`src/rtl/sik_mem_arbiter_pkg.sv`:
```
// Shared definitions for the two-thread data-memory arbiter.
// State encodings, thread IDs and word/address widths.
package sik_mem_arbiter_pkg;

  localparam int WORD_W  = 16;
  localparam int ADDR_W  = 16;
  localparam int STATE_W = 2;

  typedef enum logic [STATE_W-1:0] {
    IDLE  = 2'd0,
    ISSUE = 2'd1,
    RESP  = 2'd2
  } state_t;

  localparam logic T0 = 1'b0;
  localparam logic T1 = 1'b1;

endpackage

```
`src/rtl/sik_mem_arbiter.sv`:
```
// Round-robin arbiter sharing one synchronous data-memory port
// between two threads: IDLE -> ISSUE -> RESP, one access per 3 cycles.
module sik_mem_arbiter
  import sik_mem_arbiter_pkg::*;
#(
  parameter int AW = ADDR_W,
  parameter int DW = WORD_W
) (
  input  logic          clk,
  input  logic          reset,
  input  logic          halt,
  input  logic          req0,
  input  logic          req1,
  input  logic          we0,
  input  logic          we1,
  input  logic [AW-1:0] addr0,
  input  logic [AW-1:0] addr1,
  input  logic [DW-1:0] wdata0,
  input  logic [DW-1:0] wdata1,
  output logic          ack0,
  output logic          ack1,
  output logic [DW-1:0] rdata0,
  output logic [DW-1:0] rdata1,
  output logic          mem_en,
  output logic          mem_we,
  output logic [AW-1:0] mem_addr,
  output logic [DW-1:0] mem_wdata,
  input  logic [DW-1:0] mem_rdata,
  output logic          busy
);

  state_t state, state_nx;
  logic   rr;
  logic   owner;
  logic   lat_we;
  logic   grant;
  logic   win;
  logic   win_we;

  // Lone requester wins; on contention the pointer decides.
  function automatic logic rr_pick(
    input logic r0,
    input logic r1,
    input logic p
  );
    if (r0 && r1) return p;
    return r1 ? T1 : T0;
  endfunction

  always_comb begin
    grant  = (state == IDLE) && !halt && (req0 || req1);
    win    = rr_pick(req0, req1, rr);
    win_we = win ? we1 : we0;
  end

  always_comb begin
    state_nx = state;
    unique case (state)
      IDLE:    if (grant) state_nx = ISSUE;
      ISSUE:   state_nx = RESP;
      RESP:    state_nx = IDLE;
      default: state_nx = IDLE;
    endcase
  end

  // Port controls are registered so ISSUE drives them glitch-free.
  always_ff @(posedge clk or posedge reset) begin
    if (reset) begin
      state     <= IDLE;
      rr        <= T0;
      owner     <= T0;
      lat_we    <= 1'b0;
      mem_en    <= 1'b0;
      mem_we    <= 1'b0;
      mem_addr  <= '0;
      mem_wdata <= '0;
    end else begin
      state  <= state_nx;
      mem_en <= grant;
      mem_we <= grant && win_we;
      if (grant) begin
        owner     <= win;
        lat_we    <= win_we;
        mem_addr  <= win ? addr1 : addr0;
        mem_wdata <= win ? wdata1 : wdata0;
      end
      if (state == RESP) rr <= ~owner;
    end
  end

  always_comb begin
    ack0   = (state == RESP) && (owner == T0);
    ack1   = (state == RESP) && (owner == T1);
    rdata0 = (ack0 && !lat_we) ? mem_rdata : '0;
    rdata1 = (ack1 && !lat_we) ? mem_rdata : '0;
    busy   = (state != IDLE);
  end

endmodule

```
`config.mk`:
```
export PLATFORM = sky130hd
export DESIGN_NAME = sik_mem_arbiter
export DESIGN_NICKNAME = d
export VERILOG_FILES = /design/src/rtl/sik_mem_arbiter_pkg.sv /design/src/rtl/sik_mem_arbiter.sv
export SDC_FILE = /design/constraint.sdc
export NUM_CORES = 1
export LEC_CHECK = 0
export ABC_AREA = 1
export CAP_MARGIN = 20
export CORE_MARGIN = 3
export CORE_UTILIZATION = 30
export DETAILED_ROUTE_END_ITERATION = 10
export GPL_TIMING_DRIVEN = 0
export MAX_ROUTING_LAYER = met4
export PLACE_DENSITY = 0.76
export SLEW_MARGIN = 20
export SYNTH_ARGS = -nofsm -noshare
export SYNTH_HDL_FRONTEND = slang
export SYNTH_SLANG_ARGS = --single-unit
export TNS_END_PERCENT = 10
```
`constraint.sdc`:
```
create_clock -name clk -period 1.11 [get_ports clk]
set_input_delay 0.1665 -clock clk [delete_from_list [all_inputs] [get_ports clk]]
set_output_delay 0.1665 -clock clk [all_outputs]
set_load 0.01 [all_outputs]
```
---- Word-level counts from Yosys, hierarchy flattened ----
Cells that the tools add are included.
operators by class
  equal/unequal tests ..................... 3
  muxes and demuxes ....................... 11
  bitwise logic cells ..................... 1
  reduce and logical (&&, ||, !) cells .... 13
operators with widths
  cell                                           number
  two-way mux 16 bit                             4
  logical AND 1 bit                              8
  two-way mux 1 bit                              5
  case mux 2 bit (2 select lines)                1
  == test 2 x 1 -> 1 bit, second input constant  1
  == test 2 bit, second input constant           1
  logical NOT 1 bit                              2
  logical NOT 2 bit                              1
  two-way mux 2 bit                              1
  != test 2 bit, second input constant           1
  nonzero test 2 bit                             1
  logical OR 1 bit                               1
  NOT 1 bit                                      1
storage, ports and cells
  register bits ........................... 39
  output and inout port bits .............. 69
  logic and storage cells ................. 36

---- Logic depth before layout (Yosys ltp) ----
Gate-level depths: netlist of the first run.
  depth after elaboration ................. 5
  gate-level depth with buffers ........... 7

---- Least setup slack after synthesis of the first run ----
Ideal clock, no wire load.
  path kind ............................... flip-flop to output port
  start ................................... register state[0]
  end ..................................... output port rdata1[10]
  arrival time ............................ 1.105 ns
  required time ........................... 0.943 ns
  path slack .............................. -0.161 ns
  stages on the path, launching flop included .. 7
  path through ............................ dfrtp_1 inv_1 nand2_2 nor2_4 nand2_4 buf_6 nor2_1
on the way
  longest elaborated chain between the ends .. 4
ends and longest elaborated chain
  item                    line                   source
  start, declared         sik_mem_arbiter.sv:32  state_t state, state_nx;
  start signal, assigned  sik_mem_arbiter.sv:78  state <= state_nx;
  == test 2 bit           sik_mem_arbiter.sv:93  ack1 = (state == RESP) && (owner == T1);
  logical AND 1 bit       sik_mem_arbiter.sv:93
  net ack1                sik_mem_arbiter.sv:21  output logic ack1,
  logical AND 1 bit       sik_mem_arbiter.sv:95  rdata1 = (ack1 && !lat_we) ? mem_rdata : '0;
  two-way mux 16 bit      sik_mem_arbiter.sv:95
  end, declared           sik_mem_arbiter.sv:23  output logic [DW-1:0] rdata1,
The timed path passes the listed nets, and every way through them passes these cells.

---- Worst setup path in the final report of the first run ----
  start ................................... register state[0]
  end ..................................... output port rdata1[11]
on the way
  longest elaborated chain between the ends .. 4
ends and longest elaborated chain
  item                line
  == test 2 bit       sik_mem_arbiter.sv:93
  logical AND 1 bit   sik_mem_arbiter.sv:93
  logical AND 1 bit   sik_mem_arbiter.sv:95
  two-way mux 16 bit  sik_mem_arbiter.sv:95
Every way passes these cells.

==> results of run 1 <==
## worst paths after layout
check | startpoint | to | slack (ps) | depth (start not counted)
max | state[0]$_DFFE_PP0P_ | rdata1[11] | -470 | 7
min | reset | mem_wdata[4]$_DFFE_PP0P_ | 160 | 2
max reg2reg | state[0]$_DFFE_PP0P_ | mem_addr[8]$_DFFE_PP0P_ | -360 | 8
min reg2reg | mem_wdata[4]$_DFFE_PP0P_ | mem_wdata[4]$_DFFE_PP0P_ | 480 | 2
max in group asynchronous | reset | state[1]$_DFFE_PP0P_ | 480 | 3
min in group clk | req1 | state[0]$_DFFE_PP0P_ | 190 | 3
## cell families (layout without fill, tap and decap cells)
group           Yosys count  count (layout)  share of synthesized area [%]
flops                    39              39                           39.5
compound gates            2               2                          0.405
simple gates            213             213                           40.3
buf+inv                 108             277                           19.8
## through the flow
| step | std cells | setup TNS (ps) | power (uW) |
|---|---|---|---|
| after floorplan | 362 | -2460 | 3120 |
| after global placement | 618 | -66770 | 4410 |
| after detailed placement | 619 | -35030 | 4470 |
| after CTS | 632 | -23400 | 5330 |
| after global routing | 633 | -32340 | 5530 |
| final | 633 | -25690 | 5160 |
## state kept, by name, indices dropped and copies added (netlist names)
register	count
lat_we	1
mem_en	1
mem_wdata	16
state	2
rr	1
mem_addr	16
owner	1
mem_we	1
## final cells by class
type	instances	share of cell area, %
repair buffers	161	34.3
multi-input cells	215	26.6
flip-flops and latches	39	22.6
inverters	90	7.80
plain buffers	18	3.87
well taps	102	2.95
clock buffers	6	1.68
clock inverters	2	0.289
## metal layers
metal | wire (um) | vias up | global-route usage [%]
met2 | 3960 | 102 | 29.6
li1 | - | 1388 | -
met5 | 0 | - | -
met3 | 467 | 7 | 3.97
met4 | 66 | 0 | 3.46
met1 | 3410 | 1240 | 21.1
## layout by cell type (no fill, tap or decap), drive strengths merged
cell type      Yosys  final
dfrtp             39     39
a21oi              1      1
nand3             66     66
nand2            107    107
clkdlybuf4s15      0     14
clkinv             0      1
o21ai              1      1
dlygate4sd2        0      1
nor2              40     40
buf               15     56
inv               90     90
clkinvlp           0      1
clkbuf             3     29
clkdlybuf4s50      0     85
## repair_timing
action | in CTS | in global routing
gates resized for setup | 218 | 45
hold buffers | 0 | 0
buffers inserted | 3 | 2
pin swaps | 2 | 3
gates cloned | 2 | 0
endpoints found under the setup margin | 105 | 96
## where the power goes
group,internal (uW),switching (uW)
combinational,1050,1160
sequential,1790,221
clock,439,501
total,3270,1890
==> results.cfg, run 1 <==
[logic_synthesis]
synthArstFlopShare_pct = 100
yosysWarnings = 0
synthTopCellsByArea = dfrtp_1, nand2_1, inv_1, nand3_1, nor2_1
syn-num-nets = 449
synth_enable_flop_cells = 0
synth_flop_cell = dfrtp_1
synth_top_area_cell = dfrtp_1
ys_ff_latch = 39
yosysMostFrequentCell = nand2_1
syn_avg_cell_area_um2 = 6.82
synth_cells = 362
synth_common_cells = nand2_1, inv_1, nand3_1, dfrtp_1, nor2_1
seq_area_frac_synth_pct = 39.5
yosysUniqueCellTypes = 16
synthDominantCellAreaShare_pct = 39.5
syn_area_mm2 = 0.00247

[drt]
vias = 2737
first_pass_iters = 4
drc = 0
routedWlPerCell_um = 12.5
drtAntennaViolNets = 0
avgViaCountPerCell = 4.32
initialDrtViolationCount = 56
wirelength_um = 7900

[pwr]
p_per_area_mw_per_mm2 = 1190
vdd.ir_drop.worst_uv = 512
p_leak_uw = 0.00238

[min_path]
hp-class = in2async

[placed_design]
place_ws_ps = -659
placed_area_mm2 = 0.00426
hpwl_um = 6120
globalplace.congestion = 0.892
port_buffers = 154

[clock_network]
clockBufferDepth = 2
cts_tree = built
clk_pin_slew_ps = 80
htreeDepth = 2
cts_sinks = 39
cts-root-buf = clkbuf_8
cts_made_buffers = 5
worstSkewPairLatency_ps = 290

[setup_path]
crit_required_ps = 940
crit_buf_inv = 3
cp.arrival_ps = 1420
cpPeakStageDelay_ps = 390
cp-end-kind = output pin
crit_type = reg2out
crit_family = simple AND/OR/NAND/NOR gates
crit_fanout = 5
start_kind = register
crit_chain = inv_2 -> nand2_4 -> nor2_4 -> nand2_4 -> buf_12 -> nor2_4 -> buf_6
slowest_stage = dfrtp_1

[finish]
postLayoutCoreUtil_pct = 55.2
multi_input_area_mm2 = 0.00115
fillers = 749
seqCellArea_um2 = 978
nNetsFinal = 617
areaGrowthSynthToFinish_pct = 75.4
post-route-cell-area_mm2 = 0.00433
drive_above_1_share_pct = 25.0
num_antenna_cells = 0

[timing]
setup_violations = 71
timing.final.crit_period_ps = 1580
period_share_pct = 143
drv_slew = 0
max_clock_freq_mhz = 631
whs_ps = 156
tightest_slew_ps = 503
relSlewSlack_pct = 66.5
finalClockSkew_ps = 10.0
final.setup.worst_slack_ps = -474
hold_viol = 0
rsz0062_at_grt = true

[die]
pin_count = 156
die_h_um = 96.7
coreArea_mm2 = 0.00785
die_x_um = 96.7
start_util_pct = 31.5
num_rows = 32
die_area_mm2 = 0.00935

[global_route]
antenna_found_initial = 0
grt-ovfl-total = 0
grt_max_degree = 25
grt_pass1_wl_um = 13100
gr-usage-all-layers_pct = 17.3
first_global_vias = 2749

[outcome]
violations = setup timing
status = finished, violations left

[run]
cap_violations = 0
Power figures use the tool's default switching activity.
==> run 2, diff against run 1 <==
Settings changed: SETUP_SLACK_MARGIN from default to 0.1.
==> results.cfg, run 2 (synthesis gave the netlist of run 1 again) <==
[finish]
mostFrequentLayoutCell = nand2_1
stdcell_count = 639
layout_common_cells = nand2_1, inv_1, clkdlybuf4s50_1, nand3_1, buf_2
drive_above_1_share_pct = 29.2
num_antenna_cells = 0
areaGrowthSynthToFinish_pct = 75.7
nNetsFinal = 623
fillers = 758
reg_top3 = mem_addr: 16 flops, mem_wdata: 16 flops, state: 2 flops

[timing]
tightest_slew_ps = 453
timing.final.crit_period_ps = 1570
whs_ps = 87.5
final.setup.worst_slack_ps = -462
finalClockSkew_ps = 12.9
max_clock_freq_mhz = 636
hold_viol = 0
setup_violations = 70
setup_tns_ps = -21020
rsz0062_at_grt = true
relSlewSlack_pct = 69.8
period_share_pct = 142
drv_slew = 0

[drt]
vias = 2847
met1_length_um = 3490
initialDrtViolationCount = 68
wl_met2_um = 4070
first_pass_iters = 4
avgViaCountPerCell = 4.46
drc = 0
routedWlPerCell_um = 12.8
wirelength_um = 8160
route.met3.wl_um = 544
drtAntennaViolNets = 0
highest_layer = met4

[placed_design]
globalplace.congestion = 0.907
place_ws_ps = -704
dp.cells = 619
port_buffers = 154
hpwl_um = 6310

[setup_path]
start_kind = register
slowest_stage = dfrtp_1
cp-end-kind = output pin
crit_type = reg2out
reg2reg_to = mem_addr[7]$_DFFE_PP0P_
rr_worst_depth = 7
reg2reg_from = state[0]$_DFFE_PP0P_
crit_fanout = 5
regToRegSetupSlack_ps = -220
crit_family = flip-flops
crit_chain = inv_2 -> nand2_4 -> nor2_4 -> nand2_4 -> buf_12 -> nor2_4 -> buf_6
cp.arrival_ps = 1410
cpPeakStageDelay_ps = 400
crit_buf_inv = 3
crit_required_ps = 940

[die]
start_util_pct = 31.5
pin_count = 156
die_x_um = 96.7
die_area_mm2 = 0.00935
num_rows = 32
die_h_um = 96.7
coreArea_mm2 = 0.00785

[clock_network]
cts_tree = built
cts_made_buffers = 5
worstSkewPairLatency_ps = 290
htreeDepth = 2
cts-root-buf = clkbuf_8
clockBufferDepth = 2
cts_hold_buf = 0
cts_sinks = 39
clk_pin_slew_ps = 80

[global_route]
grt-ovfl-total = 0
grt_pass1_wl_um = 13200
first_global_vias = 2760
antenna_found_initial = 0
grt_max_degree = 35
gr-usage-all-layers_pct = 17.2

[run]
cap_violations = 0

[outcome]
violations = setup timing
status = finished, violations left

[pwr]
p_leak_uw = 0.00243
p_total_uw = 5430
p_per_area_mw_per_mm2 = 1250
vdd.ir_drop.worst_uv = 834

[min_path]
hp-class = in2async
==> run 2: changes by cell type in the layout (fill, tap and decap cells not counted), moves of 5 or more <==
cell,before,now
nor2_1,12,6
nor2_2,6,14
buf_4,7,12
clkdlybuf4s15_1,11,0
clkbuf_2,20,1
buf_2,19,51
==> run 2: cell type report <==
type                       count  area, um^2  area share [%]
buffer                        18         164            3.78
clock buffer                   5        68.8            1.59
clock inverter                 3        43.8            1.01
inverter                      90         338            7.79
multi-input combinational    215        1140            26.4
sequential                    39         977            22.5
tap                          102         128            2.94
timing repair buffer         167        1470            34.0
==> run 2: worst register-to-register path, stage by stage, from the launching register on <==
cell	delay, ps
dfrtp_1	400
buf_4	150
nor2_4	110
nand2_2	80
nor2_4	200
buf_6	190
nand3_1	80
nand2_1	70
==> run 2: metal layers <==
metal | vias up | global-route usage (%)
li1 | 1400 | -
met1 | 1313 | 21.0
met2 | 130 | 29.7
met3 | 4 | 3.89
met4 | 0 | 2.48
met5 | - | -
==> run 2: what timing repair did <==
| action | in CTS | in global routing |
|---|---|---|
| gates cloned | 2 | 0 |
| resized for setup | 300 | 20 |
| pin swaps | 3 | 6 |
| setup endpoints to repair | 105 | 87 |
| buffers inserted | 9 | 2 |
==> run 2: metrics by stage <==
| stage | util [%] | area (um^2) |
|---|---|---|
| 2_1_floorplan | - | 2570 |
| 3_3_place_gp | 54.0 | 4240 |
| 3_5_place_dp | 54.2 | 4260 |
| 4_1_cts | 54.5 | 4280 |
| 5_1_grt | 55.3 | 4340 |
| 6_report | 55.3 | 4340 |
==> run 2: how the worst max path moves through the flow <==
stage	from	to	slack, ps	depth (start not counted)
after global placement	reset	mem_addr[3]$_DFFE_PP0P_	-820	2
after global routing	state[0]$_DFFE_PP0P_	rdata1[10]	-530	7
final	state[0]$_DFFE_PP0P_	rdata1[12]	-460	7
after CTS	state[0]$_DFFE_PP0P_	rdata1[10]	-530	8
after detailed placement	state[0]$_DFFE_PP0P_	rdata1[10]	-700	7
after floorplan	state[0]$_DFFE_PP0P_	rdata1[10]	-130	6
==> run 2: report_power, final <==
part / switching (uW) / internal [uW]
registers: 210 / 1790
logic: 1180 / 1070
clock network: 509 / 670
total: 1900 / 3530
==> run 3, diff against run 2 <==
Settings changed: SKIP_LAST_GASP from default to 1.
==> results.cfg, run 3 (synthesis gave the netlist of run 1 again) <==
[outcome]
status = finished, violations left
violations = setup timing

[timing]
period_share_pct = 143
hold_viol = 0
setup_tns_ps = -31130
final.setup.worst_slack_ps = -475
rsz0062_at_grt = true
whs_ps = 86.3
max_clock_freq_mhz = 631
setup_violations = 106
timing.final.crit_period_ps = 1580
drv_slew = 0
finalClockSkew_ps = 9.89
relSlewSlack_pct = 69.3
tightest_slew_ps = 461

[die]
die_h_um = 96.7
coreArea_mm2 = 0.00785
start_util_pct = 31.5
die_x_um = 96.7
num_rows = 32
pin_count = 156
die_area_mm2 = 0.00935

[placed_design]
dp.cells = 619
globalplace.congestion = 0.907
placed_area_mm2 = 0.00426
hpwl_um = 6310
port_buffers = 154

[pwr]
p_per_area_mw_per_mm2 = 1280
vdd.ir_drop.worst_uv = 837
p_leak_uw = 0.00240
p_total_uw = 5680

[finish]
areaGrowthSynthToFinish_pct = 80.2
num_antenna_cells = 0
post-route-cell-area_mm2 = 0.00445
layout_common_cells = clkdlybuf4s50_1, nand2_1, inv_1, nand3_1, dfrtp_1
reg_top3 = mem_addr: 16 flops, mem_wdata: 16 flops, state: 2 flops
mostFrequentLayoutCell = clkdlybuf4s50_1
fillers = 742
stdcell_count = 639
seqCellArea_um2 = 977
nNetsFinal = 623
drive_above_1_share_pct = 21.4
multi_input_area_mm2 = 0.00112

[drt]
first_pass_iters = 5
drtAntennaViolNets = 0
routedWlPerCell_um = 12.6
wirelength_um = 8060
drc = 0
vias = 2852
initialDrtViolationCount = 66
avgViaCountPerCell = 4.46

[clock_network]
clockBufferDepth = 2
cts_made_buffers = 5
cts_tree = built
cts_sinks = 39
cts-root-buf = clkbuf_8
worstSkewPairLatency_ps = 280
clk_pin_slew_ps = 80
htreeDepth = 2

[setup_path]
cp.arrival_ps = 1420
cp-end-kind = output pin
start_kind = register
crit_type = reg2out
crit_fanout = 5
crit_required_ps = 940

[global_route]
grt-ovfl-total = 0
grt_util_met2_pct = 29.6
grt_max_degree = 35
antenna_found_initial = 0
met1_usage_pct = 20.8
grt_pass1_wl_um = 13100
gr-usage-all-layers_pct = 17.1
use_met3_pct = 3.82
first_global_vias = 2774
top_usage_layer = met2

[run]
cap_violations = 0

[min_path]
hp-class = in2async
run 3: cell count changes in the layout (fill, tap and decap cells not counted), sizes merged:
cell | before | now
buf | 97 | 60
dlygate4sd2 | 0 | 2
clkdlybuf4s50 | 85 | 119
clkdlybuf4s15 | 0 | 1
run 3: final timing paths:
path                                           startpoint                   endpoint  slack [ps]  cells after the start
max in group asynchronous                           reset       state[1]$_DFFE_PP0P_         600                      3
worst min register to register  mem_wdata[13]$_DFFE_PP0P_  mem_wdata[13]$_DFFE_PP0P_         480                      2
worst min-delay path                                reset   mem_wdata[4]$_DFFE_PP0P_          90                      2
worst max-delay path                 state[0]$_DFFE_PP0P_                 rdata1[10]        -470                      7
worst max register to register       state[0]$_DFFE_PP0P_    mem_addr[7]$_DFFE_PP0P_        -250                      7
min in group clk                                     req1  mem_wdata[14]$_DFFE_PP0P_         230                      4
run 3: routing by layer:
metal  routed length [um]  part of all wire, %
met3                  550                  6.8
met4                   46                 0.57
met1                 3480                   43
met2                 3980                   49
met5                    0                    0
run 3: cell type report:
cell class                      instances  area share [%]
Buffer                                 18            3.66
Clock buffer                            5            1.55
Clock inverter                          3           0.985
Inverter                               90            7.59
Multi-Input combinational cell        215            25.2
Sequential cell                        39            22.0
Tap cell                              102            2.87
Timing Repair Buffer                  167            36.2
run 3: power by group:
part | total [uW] | switching [uW] | internal [uW] | leakage, uW
Sequential | 2000 | 216 | 1790 | 0.000477
Clock | 1170 | 503 | 669 | 0.0000581
Combinational | 2500 | 1170 | 1340 | 0.00187
run 3: worst max-delay path, cell delays in order (launching register included):
cell     delay [ps]
dfrtp_1         410
inv_2            80
nand2_4          70
nor2_4          140
nand2_4          80
buf_12          150
nor2_4          100
buf_6           110
run 3: timing repair:
item / 4_1_cts / 5_1_grt
cloned: 2 / 0
pin swaps: 2 / 5
hold buffers: 0 / 0
resized for setup: 148 / 13
setup endpoints to repair: 105 / 106
buffers inserted: 9 / 2
run 3: per-stage QoR:
step	utilization, %	setup slack [ps]
floorplan	-	-126
global placement	54.0	-822
detailed placement	54.2	-704
CTS	56.3	-532
global route	56.7	-530
finish	56.7	-475
